--- config.mk ---
export PLATFORM = sky130hd
export DESIGN_NAME = xor_shift_decoder
export DESIGN_NICKNAME = d
export VERILOG_FILES = /design/src/rtl/xor_shift_decoder.sv
export SDC_FILE = /design/constraint.sdc
export NUM_CORES = 1
export LEC_CHECK = 0
export BUFFER_PORTS_ARGS = -buffer_cell sky130_fd_sc_hd__buf_4
export CORE_ASPECT_RATIO = 1.2
export CORE_UTILIZATION = 35
export CTS_CLUSTER_SIZE = 24
export DETAILED_ROUTE_END_ITERATION = 8
export MAX_ROUTING_LAYER = met4
export PLACE_DENSITY_LB_ADDON = 0.12
export SETUP_SLACK_MARGIN = 0.3
export SLEW_MARGIN = 5
export SYNTH_ARGS = -nofsm -noshare
export SYNTH_HDL_FRONTEND = slang
export SYNTH_SLANG_ARGS = --single-unit
--- constraint.sdc ---
create_clock -name clk -period 7.07 [get_ports clk]
set_input_delay 1.414 -clock clk [delete_from_list [all_inputs] [get_ports clk]]
set_output_delay 1.414 -clock clk [all_outputs]
set_load 0.1 [all_outputs]
--- src/rtl/xor_shift_decoder.sv ---
// Keyed XOR/shift byte decoder: recovers plaintext from an encoded stream,
// flags integrity violations and queues results in a small output FIFO.
module xor_shift_decoder #(
  parameter int DEPTH = 4
) (
  input  logic       clk,
  input  logic       rst,
  input  logic       key_load,
  input  logic [7:0] key_in,
  input  logic       in_valid,
  output logic       in_ready,
  input  logic [7:0] in_data,
  input  logic       in_shift,
  output logic       out_valid,
  input  logic       out_ready,
  output logic [7:0] out_data,
  output logic       out_err,
  output logic [7:0] ok_cnt,
  output logic [7:0] err_cnt
);

  localparam int PW = (DEPTH > 1) ? $clog2(DEPTH) : 1;
  localparam int CW = PW + 1;
  localparam logic [CW-1:0] DEPTH_C = CW'(DEPTH);

  typedef enum logic [0:0] {
    KEY_WAIT = 1'b0,
    RUN      = 1'b1
  } state_t;

  // Returns {err, plaintext}; the shifted path carries the integrity bit in C[0].
  function automatic logic [8:0] decode_byte(input logic [7:0] c,
                                             input logic [7:0] k,
                                             input logic       shift);
    logic [7:0] a;
    logic       err;
    if (shift) begin
      a   = {1'b1, c[7:1] ^ k[6:0]};
      err = c[0];
    end else begin
      a   = c ^ k;
      err = a[7];
    end
    return {err, a};
  endfunction

  state_t          state_q, state_d;
  logic [7:0]      key_q, key_d;
  logic [8:0]      mem_q [DEPTH];
  logic [PW-1:0]   wr_ptr_q, wr_ptr_d;
  logic [PW-1:0]   rd_ptr_q, rd_ptr_d;
  logic [CW-1:0]   count_q, count_d;
  logic            in_ready_q, in_ready_d;
  logic            out_valid_q, out_valid_d;
  logic [7:0]      out_data_q, out_data_d;
  logic            out_err_q, out_err_d;
  logic [7:0]      ok_cnt_q, ok_cnt_d;
  logic [7:0]      err_cnt_q, err_cnt_d;
  logic            push_s, pop_s;
  logic [8:0]      dec_s, head_s;

  // Next-state, FIFO bookkeeping, counters and next registered outputs.
  always_comb begin
    state_d     = state_q;
    key_d       = key_q;
    wr_ptr_d    = wr_ptr_q;
    rd_ptr_d    = rd_ptr_q;
    count_d     = count_q;
    ok_cnt_d    = ok_cnt_q;
    err_cnt_d   = err_cnt_q;
    head_s      = 9'h000;
    push_s      = in_valid && in_ready_q;
    pop_s       = out_valid_q && out_ready;
    dec_s       = decode_byte(in_data, key_q, in_shift);

    case (state_q)
      KEY_WAIT: begin
        if (key_load) state_d = RUN;
        else          state_d = KEY_WAIT;
      end
      RUN:     state_d = RUN;
      default: state_d = KEY_WAIT;
    endcase

    if (key_load) key_d = key_in;
    else          key_d = key_q;

    if (push_s) wr_ptr_d = wr_ptr_q + PW'(1);
    else        wr_ptr_d = wr_ptr_q;
    if (pop_s)  rd_ptr_d = rd_ptr_q + PW'(1);
    else        rd_ptr_d = rd_ptr_q;

    case ({push_s, pop_s})
      2'b10:   count_d = count_q + CW'(1);
      2'b01:   count_d = count_q - CW'(1);
      default: count_d = count_q;
    endcase

    if (push_s) begin
      if (dec_s[8]) begin
        if (err_cnt_q != 8'hFF) err_cnt_d = err_cnt_q + 8'd1;
        else                    err_cnt_d = err_cnt_q;
      end else begin
        if (ok_cnt_q != 8'hFF) ok_cnt_d = ok_cnt_q + 8'd1;
        else                   ok_cnt_d = ok_cnt_q;
      end
    end else begin
      ok_cnt_d  = ok_cnt_q;
      err_cnt_d = err_cnt_q;
    end

    // A byte pushed into a FIFO that is (or becomes) empty is the new head.
    if (count_d == CW'(0)) begin
      head_s = 9'h000;
    end else if (push_s && (count_q == {{(CW-1){1'b0}}, pop_s})) begin
      head_s = dec_s;
    end else begin
      head_s = mem_q[rd_ptr_d];
    end

    in_ready_d  = (state_d == RUN) && (count_d < DEPTH_C);
    out_valid_d = (count_d != CW'(0));
    out_data_d  = head_s[7:0];
    out_err_d   = head_s[8];
  end

  // State, key, pointers, counters and registered outputs.
  always_ff @(posedge clk) begin
    if (rst) begin
      state_q     <= KEY_WAIT;
      key_q       <= 8'h00;
      wr_ptr_q    <= '0;
      rd_ptr_q    <= '0;
      count_q     <= '0;
      in_ready_q  <= 1'b0;
      out_valid_q <= 1'b0;
      out_data_q  <= 8'h00;
      out_err_q   <= 1'b0;
      ok_cnt_q    <= 8'h00;
      err_cnt_q   <= 8'h00;
    end else begin
      state_q     <= state_d;
      key_q       <= key_d;
      wr_ptr_q    <= wr_ptr_d;
      rd_ptr_q    <= rd_ptr_d;
      count_q     <= count_d;
      in_ready_q  <= in_ready_d;
      out_valid_q <= out_valid_d;
      out_data_q  <= out_data_d;
      out_err_q   <= out_err_d;
      ok_cnt_q    <= ok_cnt_d;
      err_cnt_q   <= err_cnt_d;
    end
  end

  // FIFO storage; contents are don't-care outside the occupied window.
  always_ff @(posedge clk) begin
    if (!rst && push_s) begin
      mem_q[wr_ptr_q] <= dec_s;
    end
  end

  assign in_ready  = in_ready_q;
  assign out_valid = out_valid_q;
  assign out_data  = out_data_q;
  assign out_err   = out_err_q;
  assign ok_cnt    = ok_cnt_q;
  assign err_cnt   = err_cnt_q;

endmodule
# After elaboration in Yosys (flattened, before gate mapping)
# Memory sizes are Yosys's and may differ from the RTL's.
# Index checks and enable logic that the tools add are counted.
word_totals:
  regBits: 43
  ram_bits: 36
  inputBits: 22
  word_cells: 48
  memories: 1
classes:
  add_sub_neg: 6
  order_cmp: 1
  eq_ne: 5
  n_mux: 9
  n_bitwise: 4
  n_reduce_logical: 11
mem_list:
  columns: ["memory", "words", "word_bits", "rd", "rd_ports_with_merged_regs", "wr", "line_no", "source"]
  rows:
  - ["mem_q", 4, 9, 1, 0, 1, "49", "logic [8:0] mem_q [DEPTH];"]
ops:
  columns: ["operator", "n"]
  rows:
  - ["8-bit by 1-bit adder with 8-bit output (second input constant)", 2]
  - ["8-bit inequality test (second input constant)", 2]
  - ["9-bit two-way mux", 1]
  - ["8-bit two-way mux", 1]
  - ["8-bit bitwise XOR", 1]
  - ["7-bit bitwise XOR", 1]
  - ["3-bit case mux with 2 select lines", 1]
  - ["3-bit AND reduction", 2]
  - ["1-bit logical AND", 5]
  - ["2-bit by 1-bit adder with 2-bit output (second input constant)", 2]
  - ["1-bit two-way mux", 4]
  - ["3-bit by 1-bit adder with 3-bit output (second input constant)", 1]
  - ["3-bit by 1-bit equality test with 1-bit output", 1]
  - ["3-bit zero test", 1]
  - ["3-bit < comparator (second input constant)", 1]
  - ["3-bit nonzero test", 1]
  - ["3-bit by 1-bit subtractor with 3-bit output (second input constant)", 1]
  - ["2-bit by 1-bit equality test with 1-bit output (second input constant)", 1]
  - ["2-bit equality test (second input constant)", 1]
  - ["2-bit two-way mux", 1]
  - ["1-bit inverter", 2]
  - ["1-bit case mux with 2 select lines", 1]
  - ["2-bit OR reduction", 1]
  - ["1-bit zero test", 1]

# Longest topological paths before layout
depth:
  word_depth: 5
  depth_mapped: 10
  ltp_nobuf: 9

# Worst setup path before layout
# OpenSTA, ideal clock, no wires.
synth_path:
  kind: "input to register"
  startpoint: "input port out_ready"
  endpoint: "register out_data_q[0] (netlist: out_data[0])"
  arrival_ns: 3.309
  required_ns: 6.927
  path_slack_ns: 3.618
  stages: 10
  n_path_buf: 1
  path_cell_list: "nand2_2 -> inv_1 -> buf_4 -> ha_1 -> inv_1 -> fa_1 -> or2_2 -> a31oi_1 -> nor3b_2 -> a211oi_1"
synth_between:
  elab_chain_cells: 5
synth_rtl:
  columns: ["element", "line_no", "source"]
  rows:
  - ["start, declared", "15", "input logic out_ready,"]
  - ["1-bit logical AND *", "73", "pop_s = out_valid_q && out_ready;"]
  - ["2-bit by 1-bit equality test with 1-bit output or 2-bit equality test (tied branches)", "93", "case ({push_s, pop_s})"]
  - ["3-bit case mux with 2 select lines", "93", null]
  - ["3-bit zero test", "113", "if (count_d == CW'(0)) begin"]
  - ["2-bit OR reduction (no source line)", null, null]
  - ["end signal, assigned", "149", "out_data_q <= out_data_d;"]
  - ["end, declared", "55", "logic [7:0] out_data_q, out_data_d;"]
# Mark *: on every way between the ends. The rest lies on a longest branch, timed or not.
# A chain may end at the register's enable or synchronous reset.

# Worst setup path in the final report
# Same ends and word-level chain as after synthesis.

==> flow_summary.ini <==
[clock_tree]
cts_buffer_depth = 2
cts_sinks = 79
cts_setup_buffers = 0
cts_tree = done
cts_max_level = 3
cts_resized = 0
cts.clk_slew.worst_paths_ns = 0.06
hold_buffers = 0
clock_latency_ns = 0.33
cts_buffers = 9
root_buffer = clkbuf_16

[global_routing]
grt_pass1_wl_um = 12600
grt_max_degree = 40
grt_overflow = 0
antenna_found_initial = 0
grt_pass1_vias = 2424
grt_usage_pct = 16.0

[logic_synthesis]
synthFlopType = dfxtp_1
synth_fp_nets = 324
yosysTopAreaCell = edfxtp_1
synth_most_common_cell = dfxtp_1
synthTopCellsByCount = dfxtp_1 (43), edfxtp_1 (36), nor2_1 (26)
syn_inst = 294
ys_types = 44
seq_area_frac_synth_pct = 52.8
synth-edff-count = 36
syn_area_um2 = 3680
synth.avg_cell_area_um2 = 12.5
ys_ff_latch = 79
synth_warnings = 0
synth_area_leaders = edfxtp_1 (29%), dfxtp_1 (23%), mux4_2 (11%)
synth_top_area_share_pct = 29.4
ys_async_sr_fraction_pct = 0

[cells_and_area]
nets = 373
multi_input_area_um2 = 1620
fill_cells = 946
final_util_pct = 44.4
stdcell_area_um2 = 4490
diodes = 0
synthToLayoutAreaGrowth_pct = 22.1
layout-drive-gt1-share_pct = 27.3
area.sequential_um2 = 1940

[worst_hold_path]
min_from = wr_ptr_q[1]
hp-class = reg2reg

[floorplanning]
fp-row-count = 40
core_um2 = 10100
die_area_um2 = 10900
io_pins = 49
fp.dieH_um = 114
start_util_pct = 36.4
die_w_um = 95.6

[run]
maxCapViolations = 0

[placement]
placed_area_um2 = 4160
portBuffers = 48
dp_hpwl_um = 5330
gp_congestion = 0.715

[pwr]
max-vdd-ir-drop_mv = 0.140
finalPower_mw = 1.42
leakagePower_nw = 1.59
powerDensity_nw_per_um2 = 317

[detailed_routing]
avgViaCountPerCell = 5.22
drt_iter0_markers = 135
drt_wl_total_um = 7560
dr_wl_met2_um = 3440
wl_met3_um = 265
highest_layer = met4
first_pass_iters = 4
wl_per_cell_um = 15.9
vias = 2473
final_antenna_net_count = 0
routedLengthMet1_um = 3750
drc = 0

[setup_path]
crit_start = out_ready
path_class = in2reg
worstPathCellList = buf_4, nand2_2, inv_1, ha_1, inv_1, fa_1, or2_2, a31oi_1, nor3b_2, a211oi_1
cp.arrival_ns = 3.86
critPathCaptureType = flop
critPathMaxFanout = 12
start_kind = input port
critPathSlowestCell = nor3b_2
max_stage_delay_ns = 0.58
crit_buf_inv = 3
cp_top_family = simple AND/OR/NAND/NOR gates
cp_data_required_time_ns = 7.25
cp_common_cell = inv_1
r2r_start = out_valid

[timing]
finalCritPeriodShare_pct = 52.1
hold_viol = 0
worstMarginPinSlew_ns = 0.983
min_period_ns = 3.68
fin_setup_tns_ns = 0
finalSetupViolCount = 0
clock-skew-final_ns = 0.00695
drv_slew = 0
fmax_ghz = 0.271
rsz0062_at_grt = no
relSlewSlack_pct = 34.4

[run_status]
status = finished, final reports clean
[final cells by class]
| type | instances | area share (%) |
|---|---|---|
| clock buffer | 10 | 5.32 |
| tap | 126 | 3.51 |
| timing repair buffer | 52 | 8.69 |
| multi-input combinational | 189 | 36.1 |
| inverter | 12 | 1.06 |
| clock inverter | 6 | 2.09 |
| sequential | 79 | 43.2 |
[final timing paths]
check           endpoint  slack, ns  depth (start not counted)
max          out_data[0]       3.39                         10
min          wr_ptr_q[1]       0.49                          2
max reg2reg  out_data[0]       4.13                          9
min reg2reg  wr_ptr_q[1]       0.49                          2
[per-layer routing]
metal	vias to the layer above	GRT usage [%]
li1	1218	-
met1	1194	21.6
met2	55	23.0
met3	6	3.59
met4	0	7.16
met5	-	-
[placed cells by master, fill, tap and decap left out, drive strengths merged, types with 10 or more instances in the layout]
cell type / synthesis / routed
mux4: 18 / 18
dfxtp: 43 / 43
clkbuf: 7 / 10
nor2: 26 / 26
inv: 11 / 11
a21oi: 19 / 19
mux2i: 25 / 25
xnor2: 10 / 10
edfxtp: 36 / 36
buf: 7 / 52
[power breakdown]
group | internal [mW] | switching [mW] | total, mW | leakage, nW
Sequential | 0.519 | 0.0282 | 0.547 | 0.675
Combinational | 0.104 | 0.267 | 0.371 | 0.758
Clock | 0.320 | 0.185 | 0.506 | 0.159
Total | 0.943 | 0.480 | 1.42 | 1.59
[metrics by stage]
stage | hold slack [ns] | setup slack, ns | cells
4_1_cts | 0.496 | 3.29 | 474
6_report | 0.492 | 3.39 | 474
3_3_place_gp | 0.485 | 3.06 | 458
3_5_place_dp | 0.488 | 2.94 | 458
2_1_floorplan | 0.437 | 3.62 | 294
5_1_grt | 0.538 | 3.14 | 474
[worst reg2reg max path, stage by stage (launching register included)]
cell,delay (ns)
dfxtp_1,0.39
nand2_2,0.24
inv_1,0.45
ha_1,0.27
inv_1,0.06
fa_1,0.48
or2_2,0.12
a31oi_1,0.09
nor3b_2,0.58
a211oi_1,0.10
[sequential cells by signal (all words and copies together) (netlist names)]
register and cells:
count_q 3, mem_q 36, err_cnt 8, rd_ptr_q 2, wr_ptr_q 2, out_data 8, out_valid 1, state_q 1
key_q 8, out_err 1, in_ready 1, ok_cnt 8
[cells by family (layout without fill, tap and decap cells)]
logic type / Yosys count / after routing / synth area share [%]
fa+ha+maj: 8 / 8 / 2.92
mux: 43 / 43 / 18.2
simple gates: 70 / 70 / 10.2
compound gates: 54 / 54 / 9.45
flops: 79 / 79 / 52.8
xor+xnor: 14 / 14 / 3.33
buf+inv: 26 / 80 / 3.16
No activity file was read; power rests on OpenSTA's default activity.
